File: src/rtl/apb_timer.sv
`default_nettype none
// ============================================================================
// Module      : apb_timer
// Description : APB3 slave timer. 32-bit down-counter driven by a 16-bit
//               prescaler, with reload, one-shot/periodic modes and a
//               registered level interrupt. Fixed two-cycle APB transfers.
// Revision    : 1.0 - initial release
// ============================================================================
module apb_timer #(
    parameter int          ADDR_W   = 30,
    parameter int          DATA_W   = 32,
    parameter logic [31:0] RST_LOAD = 32'hFFFF_FFFF
) (
    input  logic              pclk,
    input  logic              presetn,
    input  logic [ADDR_W-1:0] paddr,
    input  logic              psel,
    input  logic              penable,
    input  logic              pwrite,
    input  logic [DATA_W-1:0] pwdata,
    input  logic [3:0]        pwstrb,
    output logic [DATA_W-1:0] prdata,
    output logic              pready,
    output logic              pslverr,
    output logic              timer_irq
);

    localparam logic [2:0] OFF_CTRL     = 3'd0;
    localparam logic [2:0] OFF_PRESCALE = 3'd1;
    localparam logic [2:0] OFF_LOAD     = 3'd2;
    localparam logic [2:0] OFF_COUNT    = 3'd3;
    localparam logic [2:0] OFF_STATUS   = 3'd4;

    // Register state
    logic              en;
    logic              auto_rl;
    logic              ie;
    logic [15:0]       prescale;
    logic [15:0]       presc_cnt;
    logic [DATA_W-1:0] load;
    logic [DATA_W-1:0] count;
    logic              pend;
    logic [2:0]        sel_off;

    // Only paddr[4:2] selects a register; the rest is intentionally ignored
    logic unused_addr;
    assign unused_addr = ^{paddr[ADDR_W-1:5], paddr[1:0]};

    // Byte-lane merge of write data into an existing 32-bit value
    function automatic logic [DATA_W-1:0] merge(input logic [DATA_W-1:0] old_v,
                                               input logic [DATA_W-1:0] new_v,
                                               input logic [3:0]        strb);
        logic [DATA_W-1:0] res;
        res = old_v;
        for (int i = 0; i < 4; i++) begin
            if (strb[i]) res[8*i +: 8] = new_v[8*i +: 8];
        end
        return res;
    endfunction

    logic setup;
    logic access_wr;
    logic wr_ctrl, wr_prescale, wr_load, wr_count, wr_status;
    logic tick;
    logic expire;
    logic [2:0] cur_off;
    logic [DATA_W-1:0] rd_data;

    assign setup     = psel & ~penable;
    assign access_wr = psel & penable & pready & pwrite;
    assign cur_off   = paddr[4:2];

    // A strobe-less write is a complete no-op, so every write enable needs a lane
    assign wr_ctrl     = access_wr & (sel_off == OFF_CTRL)     & pwstrb[0];
    assign wr_prescale = access_wr & (sel_off == OFF_PRESCALE) & (|pwstrb[1:0]);
    assign wr_load     = access_wr & (sel_off == OFF_LOAD)     & (|pwstrb);
    assign wr_count    = access_wr & (sel_off == OFF_COUNT)    & (|pwstrb);
    assign wr_status   = access_wr & (sel_off == OFF_STATUS)   & pwstrb[0] & pwdata[0];

    assign tick   = en & (presc_cnt == prescale);
    assign expire = tick & (count == '0);

    // Read mux, sampled in the setup phase; unmapped offsets read as zero
    always_comb begin
        rd_data = '0;
        case (cur_off)
            OFF_CTRL:     rd_data = {29'd0, ie, auto_rl, en};
            OFF_PRESCALE: rd_data = {16'd0, prescale};
            OFF_LOAD:     rd_data = load;
            OFF_COUNT:    rd_data = count;
            OFF_STATUS:   rd_data = {31'd0, pend};
            default:      rd_data = '0;
        endcase
    end

    // APB handshake: decode and read data captured at setup, pready for one access cycle
    always_ff @(posedge pclk or negedge presetn) begin
        if (!presetn) begin
            pready  <= 1'b0;
            pslverr <= 1'b0;
            prdata  <= '0;
            sel_off <= 3'd0;
        end else begin
            pready  <= setup;
            pslverr <= setup & (cur_off > OFF_STATUS);
            if (setup) sel_off <= cur_off;
            if (setup & ~pwrite) prdata <= rd_data;
        end
    end

    // CTRL: a software write overrides the one-shot hardware EN clear
    always_ff @(posedge pclk or negedge presetn) begin
        if (!presetn) begin
            en      <= 1'b0;
            auto_rl <= 1'b0;
            ie      <= 1'b0;
        end else if (wr_ctrl) begin
            en      <= pwdata[0];
            auto_rl <= pwdata[1];
            ie      <= pwdata[2];
        end else if (expire & ~auto_rl) begin
            en      <= 1'b0;
        end
    end

    // PRESCALE register with byte lanes 0 and 1
    always_ff @(posedge pclk or negedge presetn) begin
        if (!presetn) begin
            prescale <= 16'd0;
        end else if (wr_prescale) begin
            prescale[15:8] <= pwstrb[1] ? pwdata[15:8] : prescale[15:8];
            prescale[7:0]  <= pwstrb[0] ? pwdata[7:0]  : prescale[7:0];
        end
    end

    // Prescaler counts 0..PRESCALE while enabled; held at 0 when disabled or reprogrammed
    always_ff @(posedge pclk or negedge presetn) begin
        if (!presetn) begin
            presc_cnt <= 16'd0;
        end else if (wr_prescale || !en || tick) begin
            presc_cnt <= 16'd0;
        end else begin
            presc_cnt <= presc_cnt + 16'd1;
        end
    end

    // LOAD register
    always_ff @(posedge pclk or negedge presetn) begin
        if (!presetn) begin
            load <= RST_LOAD;
        end else if (wr_load) begin
            load <= merge(load, pwdata, pwstrb);
        end
    end

    // COUNT: software write beats a coincident tick; expiry reloads only in AUTO mode
    always_ff @(posedge pclk or negedge presetn) begin
        if (!presetn) begin
            count <= '0;
        end else if (wr_count) begin
            count <= merge(count, pwdata, pwstrb);
        end else if (tick) begin
            if (count != '0)  count <= count - 1'b1;
            else if (auto_rl) count <= load;
        end
    end

    // Pending flag: expiry set has priority over the W1C clear
    always_ff @(posedge pclk or negedge presetn) begin
        if (!presetn) begin
            pend <= 1'b0;
        end else if (expire) begin
            pend <= 1'b1;
        end else if (wr_status) begin
            pend <= 1'b0;
        end
    end

    // Registered level interrupt
    always_ff @(posedge pclk or negedge presetn) begin
        if (!presetn) timer_irq <= 1'b0;
        else          timer_irq <= pend & ie;
    end

endmodule
`default_nettype wire

File: config.mk
export PLATFORM = sky130hd
export DESIGN_NAME = apb_timer
export DESIGN_NICKNAME = d
export VERILOG_FILES = /design/src/rtl/apb_timer.sv
export SDC_FILE = /design/constraint.sdc
export NUM_CORES = 1
export LEC_CHECK = 0
export BUFFER_PORTS_ARGS = -buffer_cell sky130_fd_sc_hd__buf_2
export CELL_PAD_IN_SITES_DETAIL_PLACEMENT = 0
export CELL_PAD_IN_SITES_GLOBAL_PLACEMENT = 2
export CORE_UTILIZATION = 37
export DETAILED_ROUTE_END_ITERATION = 16
export PLACE_DENSITY = 0.81
export SYNTH_ARGS = -nofsm -noshare
export SYNTH_HDL_FRONTEND = slang
export SYNTH_SLANG_ARGS = --single-unit
File: constraint.sdc
create_clock -name pclk -period 3 [get_ports pclk]
set_input_delay 0.45 -clock pclk [delete_from_list [all_inputs] [get_ports pclk]]
set_output_delay 0.45 -clock pclk [all_outputs]
set_load 0.03 [all_outputs]
# Yosys cells after proc, flatten, opt, wreduce, memory -nomap -nowiden
# Cells that the tools add are included.
# op_classes
addsub	2
n_lt_le_gt_ge	1
n_eq_ne	13
mux	14
n_bitwise	24
reduce_logical	23
# ops
op	count
case mux 32 bit (5 select lines)	1
2-to-1 mux 32 bit	4
logical NOT 32 bit	1
2-to-1 mux 8 bit	4
nonzero test 32 bit	1
subtractor 32 x 1 -> 32 bit (second input constant)	1
AND 1 bit	21
adder 16 x 1 -> 16 bit (second input constant)	1
== test 16 bit	1
2-to-1 mux 16 bit	1
== test 3 x 2 -> 1 bit (second input constant)	4
AND reduction 2 bit	6
AND reduction 3 bit	4
inequality test 2 bit (second input constant)	4
== test 3 x 1 -> 1 bit (second input constant)	2
== test 3 bit (second input constant)	2
logical NOT 3 bit	2
nonzero test 2 bit	3
2-to-1 mux 1 bit	4
OR reduction 4 bit	1
> comparator 3 bit (second input constant)	1
NOT 1 bit	3
nonzero test 3 bit	1
logical OR 1 bit	2
other kinds (2)	2
# totals
regBits	138
out_inout_bits	35
elab_cells	97

# Longest topological paths before layout
# Gate-level depths: netlist (run 1).
# depth
ltp_word	8
mapped_depth	10
ltp_nobuf	8

# Worst setup path after synthesis (run 1)
# No wires, ideal clock.
# synth_path
path_kind	register to register
from	reg count[25]
to	reg count[10]
setup_time_ns	0.125
arrival_time_ns	2.321
setup_slack_ns	0.554
stages_incl_launch_ff	8
path_buffers	1
synth_period_minus_slack_ns	2.446
cell_sequence	dfrtp_1 -> or4_4 -> nor4_4 -> nand3_2 -> o211ai_2 -> and2_1 -> buf_4 -> mux2_2
# synth_via
elab_chain_len	4
# synth_lines
item	line	text
start: declaration	41	logic [DATA_W-1:0] count;
start signal: assignment	161	count <= merge(count, pwdata, pwstrb);
start signal: assignment	163	if (count != '0) count <= count - 1'b1;
start signal: assignment	164	else if (auto_rl) count <= load;
nonzero test 32 bit (*)	163	
2-to-1 mux 32 bit	163	
2-to-1 mux 32 bit	162	end else if (tick) begin
2-to-1 mux 32 bit	160	end else if (wr_count) begin
# Mark *: on every way between the ends. The rest lies on a longest branch, timed or not. The select of a mux whose other input is x is not followed.
# A chain may end at the register's enable or synchronous reset.

# Final worst setup path (run 1)
# layout_path
from	reg presc_cnt[0]
to	reg count[21]
# layout_via
elab_chain_len	4
# layout_lines
item	line	text
start: declaration	39	logic [15:0] presc_cnt;
start signal: assignment	143	presc_cnt <= presc_cnt + 16'd1;
== test 16 bit	80	assign tick = en & (presc_cnt == prescale);
AND 1 bit	80	
nonzero test 2 bit (no line)	--	
AND reduction 3 bit (no line)	--	
# Every way passes these cells.

==> reports/qor.csv, run 1 <==
stage,metric,value,unit
drt,vias,5916,
global_routing,grt-ovfl-total,0,
timing,period_share,0.9173,
critical_path,critPathMaxFanout,16,
finish,drive_gt1_frac,0.3092,
logic_synthesis,synth.top_cell.area_share,0.3569,
placement,globalplace.congestion,0.8282,
run_status,status,"finished, final reports clean",
finish,fin_nets,889,
timing,slew_viol_final,0,
pwr,internal_power,0.004211,W
placement,port-buffer-count,78,
critical_path,rrSetupSlack,250,ps
pwr,power_density,682.7,nW/µm²
pwr,clkPwrFrac,0.383,
critical_path,required,3310,ps
logic_synthesis,seq_area_frac_synth,0.4700,
timing,hold_violations,0,
drt,firstDrtPassIters,5,
die,initial_core_util,0.3794,
pwr,p_sw_frac,0.3061,
pwr,ir_drop,0.0003825,V
drt,viasPerCell,5.413,
critical_path,worst_setup_path_end_kind,flop,
pwr,p_seq_frac,0.395,
timing,max_freq,363.4,MHz
placement,dp_slack,263.3,ps
die,fp.dieH,143.7,µm
logic_synthesis,synthTopCellsByCount,"dfrtp_1, nand2_1, nor2_1",
critical_path,reg2reg_depth,7,
logic_synthesis,netlist_instances,728,
finish,areaGrowthSynthToFinish,19.60,%
timing,min_period,2752,ps
logic_synthesis,yosysUniqueCellTypes,64,
clock_network,ctsHoldBuffers,1,
logic_synthesis,syn-mean-instance-area,10.21,µm²
global_routing,grt_first_pass_wirelength,32230,µm
die,ios,106,
drt,met3_length,1017,µm
critical_path,startpoint_type,flop,
min_path,hold_end,load[26],
logic_synthesis,synth_area_leaders,"dfrtp_1, dfstp_2, mux2_2",
clock_network,numClockSinks,138,
pwr,p_leak,3.848,nW
critical_path,path_class,flop to flop,
clock_network,cts_resized,0,
critical_path,critPathArrivalTime,3060,ps
critical_path,r2r-end,count[21],
die,die_area,20660,µm²
drt,drc,0,
die,fp.dieW,143.7,µm
clock_network,cts_tree,done,
clock_network,cts_made_buffers,17,
global_routing,grt_pass1_vias,5820,
logic_synthesis,syn_nets,802,
drt,routed.top_layer,met4,
logic_synthesis,synth_warnings,0,
die,rows,51,
global_routing,grt_usage,0.2090,
timing,max_slew_margin,0.5079,
logic_synthesis,synth_flop_cell,dfrtp_1,
drt,routed_wl,20350,µm
clock_network,insertion_delay,440,ps
critical_path,timing.rr.start,presc_cnt[0],
pwr,p_switching,0.001857,W
pwr,comb_power_share,0.222,
timing,finalSetupViolations,0,
logic_synthesis,ys_ff_latch,138,
logic_synthesis,async_reset_ff_frac,1.000,
logic_synthesis,yosys.area.top_type,dfrtp_1,
min_path,min_from,pwdata[26],
placement,dp_hpwl,14450,µm
min_path,hp-class,input pin to flop,
drt,dr_wl_met2,9363,µm
min_path,min_path_cells,2,
timing,whs,265.4,ps
die,coreArea,19590,µm²
clock_network,h-tree-depth,4,
finish,diodes,0,
logic_synthesis,synth.most_common_cell,dfrtp_1,
timing,setup_ws,248.2,ps
clock_network,cts_root_buf,clkbuf_16,
drt,post_drt_wl_per_cell,18.62,µm
clock_network,path_clk_slew,60,ps
drt,initialDrtViolationCount,371,
timing,rsz0062_at_grt,false,
timing,skew,19.13,ps
drt,ant_nets,0,
clock_network,cts_setup_buffers,0,
logic_synthesis,syn_area,7432,µm²
clock_network,clk_path_buf_depth,2,
job,maxCapViolations,0,
logic_synthesis,synth_edf_count,0,
global_routing,grt_max_degree,71,
timing,finalSetupTns,0,ps
timing,worstMarginPinSlew,733.9,ps
drt,wl_met1,9737,µm
global_routing,antenna_found_initial,0,
-- worst max path at each step --
stage	startpoint	endpoint	slack, ps
6_report	presc_cnt[0]	count[21]	250
5_1_grt	count[8]	count[27]	100
4_1_cts	count[25]	count[8]	250
3_5_place_dp	count[25]	count[10]	260
3_3_place_gp	count[25]	count[10]	270
2_1_floorplan	count[25]	count[10]	550
-- through the flow --
stage | std cells | utilization | area, µm² | power, W
after CTS | 1093 | 0.4537 | 8889 | 0.006127
final | 1093 | 0.4537 | 8889 | 0.006068
after global placement | 1060 | 0.4198 | 8224 | 0.003733
after detailed placement | 1060 | 0.4198 | 8224 | 0.003772
after floorplan | 728 | - | 7432 | 0.003365
after global routing | 1093 | 0.4537 | 8889 | 0.006368
-- sequential cells by signal, summed over array words and instances, names as in the netlist --
| signal | cells |
|---|---|
| pslverr | 1 |
| count | 32 |
| prdata | 32 |
| prescale | 16 |
| en | 1 |
| load | 32 |
| pready | 1 |
| sel_off | 3 |
| timer_irq | 1 |
| pend | 1 |
| presc_cnt | 16 |
| ie | 1 |
| auto_rl | 1 |
-- cell families (layout without fill, tap and decap cells) --
| family | Yosys count | after routing | share of synthesized area |
|---|---|---|---|
| and+or+nand+nor | 261 | 261 | 0.1763 |
| AOI/OAI and AO/OA | 143 | 143 | 0.1261 |
| DFF | 138 | 138 | 0.4700 |
| muxes | 96 | 96 | 0.1490 |
| buffers and inverters | 49 | 149 | 0.02879 |
| xor gates and xnor gates | 38 | 38 | 0.04478 |
| adders and majority gates | 3 | 3 | 0.005051 |
-- per-layer routing --
| metal | up-vias | global-route usage |
|---|---|---|
| li1 | 2826 | - |
| met1 | 2928 | 0.2879 |
| met2 | 146 | 0.3247 |
| met3 | 16 | 0.04998 |
| met4 | 0 | 0.05991 |
| met5 | - | 0 |
-- final cells by class --
cell class	count	area, µm²
tap	265	331.6
fill	1905	10700
clock inverter	11	193.9
clock buffer	21	460.4
multi-input combinational	541	3730
timing repair buffer	107	641.9
inverter	10	37.54
sequential	138	3493
-- power groups by stage --
stage / Combinational, W / Sequential (W) / Clock [W]
5_1_grt: 0.00148 / 0.00243 / 0.00246
3_3_place_gp: 0.00132 / 0.00241 / 0
2_1_floorplan: 0.000967 / 0.00240 / 0
4_1_cts: 0.00136 / 0.00239 / 0.00238
6_report: 0.00135 / 0.00240 / 0.00232
3_5_place_dp: 0.00135 / 0.00242 / 0
-- cell usage in the layout, fill, tap and decap left out, drive strengths merged, types with 5 or more instances in the layout --
master,n
a21oi,26
a22oi,14
and2,12
and3,6
buf,106
bufinv,5
clkbuf,21
dfrtp,106
dfstp,32
inv,10
mux2,72
mux2i,21
nand2,83
nand3,21
nand4,10
nor2,67
nor3,22
nor4,12
o21ai,51
o22a,9
o2bb2ai,6
o32a,7
or4,8
xnor2,25
xor2,13
-- worst max-delay path, stage by stage (launching register included) --
cell and delay, ps:
dfrtp_1 460, xor2_1 180, or4b_2 680, nor3_1 280, o211ai_2 170, buf_4 240, and2_1 240, o32a_1 360
(Power assumes the default switching activity.)
==> inputs of run 2 (changes only) <==
==> config.mk (replaced) <==
export PLATFORM = sky130hd
export DESIGN_NAME = apb_timer
export DESIGN_NICKNAME = d
export VERILOG_FILES = /design/src/rtl/apb_timer.sv
export SDC_FILE = /design/constraint.sdc
export NUM_CORES = 1
export LEC_CHECK = 0
export CORE_UTILIZATION = 64
export DETAILED_ROUTE_END_ITERATION = 16
export DONT_BUFFER_PORTS = 1
export PLACE_DENSITY = 0.81
export SYNTH_ARGS = -nofsm -noshare
export SYNTH_HDL_FRONTEND = slang
export SYNTH_SLANG_ARGS = --single-unit
==> run 2 against run 1 <==
  * The run now ends with hold timing left
  * Clock-buffer cell count down 3
  * Register-to-register slack better by 40 ps
  * Fmax rose by 1.4%
  * Setup slack better by 37 ps
  * First-iteration DRC count increased by 40%
  * Largest cell class unchanged
==> reports/qor.csv, run 2 (synthesized netlist as in run 1, its figures left out) <==
stage,metric,value,unit,change
finish,layout_commonest_cell,dfrtp_1,,unchanged
global_routing,grt_pass1_vias,5872,,"was 5,820"
clock_network,h-tree-depth,4,,unchanged
finish,fin_nets,802,,was 889
clock_network,clk_path_buf_depth,2,,unchanged
timing,skew,7.274,ps,was 19.13 ps
timing,worstMarginPinSlew,705.5,ps,was 733.9 ps
critical_path,startpoint_type,flop,,unchanged
pwr,clkPwrFrac,0.362,,was 0.383
global_routing,antenna_found_initial,0,,unchanged
job,maxCapViolations,0,,unchanged
timing,hold_violations,138,,was 0
timing,whs,-284.5,ps,was 265.4 ps
die,rows,38,,was 51
pwr,internal_power,0.003868,W,was 0.004211 W
drt,initialDrtViolationCount,521,,was 371
placement,dp_hpwl,12540,µm,"was 14,450 µm"
clock_network,cts_tree,done,,unchanged
finish,mostFrequentLayoutCells,"dfrtp_1, nand2_1, nor2_1, mux2_2, o21ai_0",,"was dfrtp_1, nand2_1, buf_2, nor2_1, mux2_2"
timing,rsz0062_at_grt,false,,unchanged
drt,viasPerCell,6.645,,was 5.413
global_routing,grt-ovfl-total,0,,unchanged
die,ios,106,,unchanged
pwr,p_switching,0.001785,W,was 0.001857 W
finish,diodes,0,,unchanged
clock_network,path_clk_slew,60,ps,about the same
min_path,hp-class,input pin to async pin,,was input pin to flop
clock_network,numClockSinks,138,,unchanged
critical_path,required,3310,ps,about the same
pwr,p_leak,3.413,nW,was 3.848 nW
die,fp.dieH,109.8,µm,was 143.7 µm
global_routing,grt_max_degree,139,,was 71
pwr,comb_power_share,0.198,,was 0.222
drt,firstDrtPassIters,7,,was 5
drt,vias,5854,,"was 5,916"
timing,finalSetupTns,0,ps,unchanged
pwr,p_seq_frac,0.439,,was 0.395
global_routing,grt_usage,0.3372,,was 0.2090
die,fp.dieW,109.8,µm,was 143.7 µm
die,initial_core_util,0.6709,,was 0.3794
clock_network,cts_root_buf,clkbuf_16,,unchanged
timing,finalSetupViolations,0,,unchanged
die,coreArea,11080,µm²,"was 19,590 µm²"
timing,max_slew_margin,0.5270,,was 0.5079
finish,design_area,8179,µm²,was 8889 µm²
clock_network,cts_made_buffers,17,,unchanged
timing,min_period,2715,ps,was 2752 ps
drt,drc,0,,unchanged
clock_network,cts_resized,0,,unchanged
pwr,p_sw_frac,0.3157,,was 0.3061
run_status,status,"complete, but fails checks",,"was finished, final reports clean"
critical_path,critPathArrivalTime,3030,ps,was 3060 ps
timing,max_freq,368.4,MHz,was 363.4 MHz
drt,ant_nets,0,,unchanged
placement,globalplace.congestion,0.9204,,was 0.8282
clock_network,insertion_delay,430,ps,was 440 ps
finish,areaGrowthSynthToFinish,10.05,%,was 19.60%
placement,port-buffer-count,0,,was 78
drt,post_drt_wl_per_cell,21.13,µm,was 18.62 µm
placement,place_area,7599,µm²,was 8224 µm²
critical_path,critPathMaxFanout,8,,was 16
global_routing,grt_first_pass_wirelength,30410,µm,"was 32,230 µm"
timing,period_share,0.9049,,was 0.9173
clock_network,cts_setup_buffers,0,,unchanged
finish,top_regs,"count x32, load x32, prdata x32",,unchanged
finish,n_fill_cell,746,,"was 1,905"
drt,routed_wl,18620,µm,"was 20,350 µm"
finish,drive_gt1_frac,0.2308,,was 0.3092
run_status,violations,hold timing,,
critical_path,worst_setup_path_end_kind,flop,,unchanged
timing,slew_viol_final,0,,unchanged
critical_path,path_class,flop to flop,,unchanged
pwr,ir_drop,0.0007849,V,was 0.0003825 V
pwr,power_density,691.1,nW/µm²,was 682.7 nW/µm²
die,die_area,12050,µm²,"was 20,660 µm²"
==> run 2: critical path, stage by stage, from the launching register on <==
cell and delay [ps]:
dfrtp_1 450, or4_4 600, nor4_4 420, nand3_2 150, o211ai_2 230, and2_1 370
mux2_2 380
==> run 2: final cells by class <==
class | count | area, µm² | share of cell area
inverters | 10 | 37.54 | 0.004589
well taps | 140 | 175.2 | 0.02142
flip-flops and latches | 138 | 3493 | 0.4271
clock buffers | 18 | 429.2 | 0.05247
repair buffers | 20 | 162.7 | 0.01989
clock inverters | 14 | 151.4 | 0.01851
multi-input cells | 541 | 3730 | 0.4560
==> run 2: path summary, 6_finish.rpt <==
path,start,end,cells past startpoint,slack [ps]
min in group pclk,paddr[2],sel_off[0],2,130
max,count[25],count[11],6,290
min,presetn,prdata[19],0,-280
min reg2reg,ie,timer_irq,1,530
max reg2reg,count[25],count[11],6,290
max in group asynchronous,presetn,load[7],0,3020
==> run 2: routing by layer <==
metal,up-vias,global-route usage,share of wire
li1,2647,-,-
met1,2897,0.4585,0.42
met2,287,0.5144,0.47
met3,23,0.1020,0.090
met4,0,0.1162,0.015
met5,-,0,0
==> run 2: metrics by stage <==
| step | hold WS (ps) | total power (W) | setup slack (ps) | utilization | std cells |
|---|---|---|---|---|---|
| global placement | 157.7 | 0.003539 | 353.6 | 0.6859 | 849 |
| floorplan | 154.4 | 0.003365 | 554.1 | - | 728 |
| global route | -301.9 | 0.005887 | 125.2 | 0.7383 | 881 |
| CTS | -299.9 | 0.005654 | 293.2 | 0.7383 | 881 |
| finish | -284.5 | 0.005652 | 285.2 | 0.7383 | 881 |
| detailed placement | 157.8 | 0.003609 | 315.5 | 0.6859 | 849 |
==> run 2: power groups by stage <==
stage | logic, W | clock network [W] | registers [W]
CTS | 0.00112 | 0.00206 | 0.00248
finish | 0.00112 | 0.00205 | 0.00248
floorplan | 0.000967 | 0 | 0.00240
global route | 0.00122 | 0.00215 | 0.00252
global placement | 0.00105 | 0 | 0.00249
detailed placement | 0.00111 | 0 | 0.00250
==> inputs of run 3 (changes only) <==
==> constraint.sdc (replaced) <==
create_clock -name pclk -period 3 [get_ports pclk]
set_input_delay 0.6 -clock pclk [delete_from_list [all_inputs] [get_ports pclk]]
set_output_delay 0.6 -clock pclk [all_outputs]
set_load 0.03 [all_outputs]
==> run 3 against run 2 <==
  * Hold slack improved by 150 ps
  * Non-clock buffer count fell by 2
  * Sequential power hardly changed
  * The flow still finishes with violations (hold timing)
  * Cell count decreased by 0.23%
  * First-iteration DRC count increased by 18%
  * Clock skew hardly changed
  * Clock-buffer cell count unchanged
  * Critical path type unchanged
  * Clock power about the same
  * Combinational power is essentially flat
  * Utilization decreased by 0.16 points
  * Via count increased by 3.9%
==> reports/qor.csv, run 3 (synthesized netlist as in run 1, its figures left out) <==
stage,metric,value,unit,change
clock_network,insertion_delay,420,ps,was 430 ps
die,rows,38,,unchanged
global_routing,grt_usage,0.3361,,was 0.3372
timing,finalSetupViolations,0,,unchanged
timing,skew,7.429,ps,was 7.274 ps
global_routing,grt_first_pass_wirelength,30470,µm,"was 30,410 µm"
die,coreArea,11080,µm²,unchanged
critical_path,required,3310,ps,about the same
timing,finalSetupTns,0,ps,unchanged
run_status,violations,hold timing,,unchanged
drt,post_drt_wl_per_cell,21.63,µm,was 21.13 µm
finish,mostFrequentLayoutCells,"dfrtp_1, nand2_1, nor2_1, mux2_2, o21ai_0",,unchanged
critical_path,path_class,flop to flop,,unchanged
clock_network,clk_path_buf_depth,2,,unchanged
global_routing,gr-usage-met3,0.08536,,was 0.1020
critical_path,worst_setup_path_end_kind,flop,,unchanged
global_routing,use_met2,0.5355,,was 0.5144
pwr,ir_drop,0.0003937,V,was 0.0007849 V
drt,firstDrtPassIters,5,,was 7
finish,top_regs,"count x32, load x32, prdata x32",,unchanged
placement,dp_hpwl,12570,µm,"was 12,540 µm"
global_routing,grt-ovfl-total,0,,unchanged
drt,ant_nets,0,,unchanged
drt,viasPerCell,6.917,,was 6.645
critical_path,cp_slowest_cell,or4_4,,unchanged
finish,areaGrowthSynthToFinish,9.815,%,was 10.05%
clock_network,cts_tree,done,,unchanged
drt,drc,0,,unchanged
job,maxCapViolations,0,,unchanged
critical_path,r2r-end,count[11],,unchanged
global_routing,grt_max_degree,139,,unchanged
critical_path,cpPeakStageDelay,610,ps,was 600 ps
drt,routed_wl,19020,µm,"was 18,620 µm"
timing,max_freq,359.3,MHz,was 368.4 MHz
placement,port-buffer-count,0,,unchanged
critical_path,critPathMaxFanout,8,,unchanged
timing,period_share,0.9279,,was 0.9049
placement,placed_cells,847,,was 849
drt,vias,6080,,"was 5,854"
clock_network,numClockSinks,138,,unchanged
finish,drive_gt1_frac,0.2300,,was 0.2308
finish,instances_no_fill,879,,was 881
finish,diodes,0,,unchanged
pwr,power_density,692.9,nW/µm²,was 691.1 nW/µm²
clock_network,cts_resized,0,,unchanged
timing,min_period,2784,ps,was 2715 ps
clock_network,h-tree-depth,4,,unchanged
critical_path,timing.rr.start,count[25],,unchanged
critical_path,startpoint,count[25],,unchanged
die,ios,106,,unchanged
critical_path,critPathArrivalTime,3090,ps,was 3030 ps
global_routing,grt_pass1_vias,6055,,"was 5,872"
clock_network,cts_made_buffers,17,,unchanged
clock_network,cts_setup_buffers,0,,unchanged
run_status,status,"complete, but fails checks",,unchanged
pwr,p_leak,3.404,nW,was 3.413 nW
critical_path,startpoint_type,flop,,unchanged
min_path,hp-class,input pin to async pin,,unchanged
critical_path,rrSetupSlack,220,ps,was 290 ps
placement,globalplace.congestion,0.9119,,was 0.9204
die,fp.dieW,109.8,µm,unchanged
global_routing,antenna_found_initial,0,,unchanged
die,fp.dieH,109.8,µm,unchanged
finish,fin_nets,800,,was 802
pwr,p_total,0.005655,W,was 0.005652 W
global_routing,grtUsageMet1,0.4464,,was 0.4585
clock_network,path_clk_slew,60,ps,about the same
die,die_area,12050,µm²,unchanged
timing,slew_viol_final,0,,unchanged
timing,worstMarginPinSlew,705.8,ps,was 705.5 ps
critical_path,critical_path.cell_chain,or4_4 -> nor4_4 -> nand3_2 -> o211ai_2 -> and2_1 -> mux2_2,,unchanged
critical_path,reg2reg_depth,6,,unchanged
global_routing,busiest_layer,met2,,unchanged
finish,layout_commonest_cell,dfrtp_1,,unchanged
timing,hold_violations,106,,was 138
timing,whs,-130.0,ps,was -284.5 ps
clock_network,cts_root_buf,clkbuf_16,,unchanged
timing,max_slew_margin,0.5268,,was 0.5270
die,initial_core_util,0.6709,,unchanged
timing,rsz0062_at_grt,false,,unchanged
drt,initialDrtViolationCount,617,,was 521
[run 3: per-layer routing]
| layer | wire, µm | share of wire |
|---|---|---|
| met3 | 1910 | 0.10 |
| met4 | 522 | 0.027 |
| met5 | 0 | 0 |
| met1 | 7655 | 0.40 |
| met2 | 8929 | 0.47 |
[run 3: report_power, final]
part,internal (W),switching [W],leakage (nW),total (W)
Clock,0.00118,0.000861,0.270,0.00204
Sequential,0.00210,0.000388,1.69,0.00249
Combinational,0.000539,0.000587,1.45,0.00113
[run 3: stage by stage]
| step | area (µm²) | utilization | setup WS, ps |
|---|---|---|---|
| 6_report | 8162 | 0.7367 | 216.4 |
| 4_1_cts | 8162 | 0.7367 | 236.8 |
| 3_3_place_gp | 7584 | 0.6845 | 327.4 |
| 3_5_place_dp | 7584 | 0.6845 | 258.0 |
| 5_1_grt | 8162 | 0.7367 | 114.1 |
| 2_1_floorplan | 7432 | - | 531.9 |
[run 3: worst max-delay path: cells and delay by family, from the launching register on]
family | cells | cell delay [ps]
muxes | 1 | 390
DFF | 1 | 460
and+or+nand+nor | 4 | 1580
AOI/OAI and AO/OA | 1 | 230
[run 3: cell type report]
type / instances / area (µm²)
fill: 723 / 2917
inverter: 10 / 37.54
sequential: 138 / 3493
tap: 140 / 175.2
clock buffer: 18 / 439.2
multi-input combinational: 541 / 3730
timing repair buffer: 18 / 147.6
clock inverter: 14 / 138.9
[run 3: worst max path at each step]
stage	endpoint	slack [ps]
4_1_cts	count[11]	240
3_5_place_dp	count[11]	260
2_1_floorplan	count[19]	530
6_report	count[11]	220
5_1_grt	count[11]	110
3_3_place_gp	count[11]	330
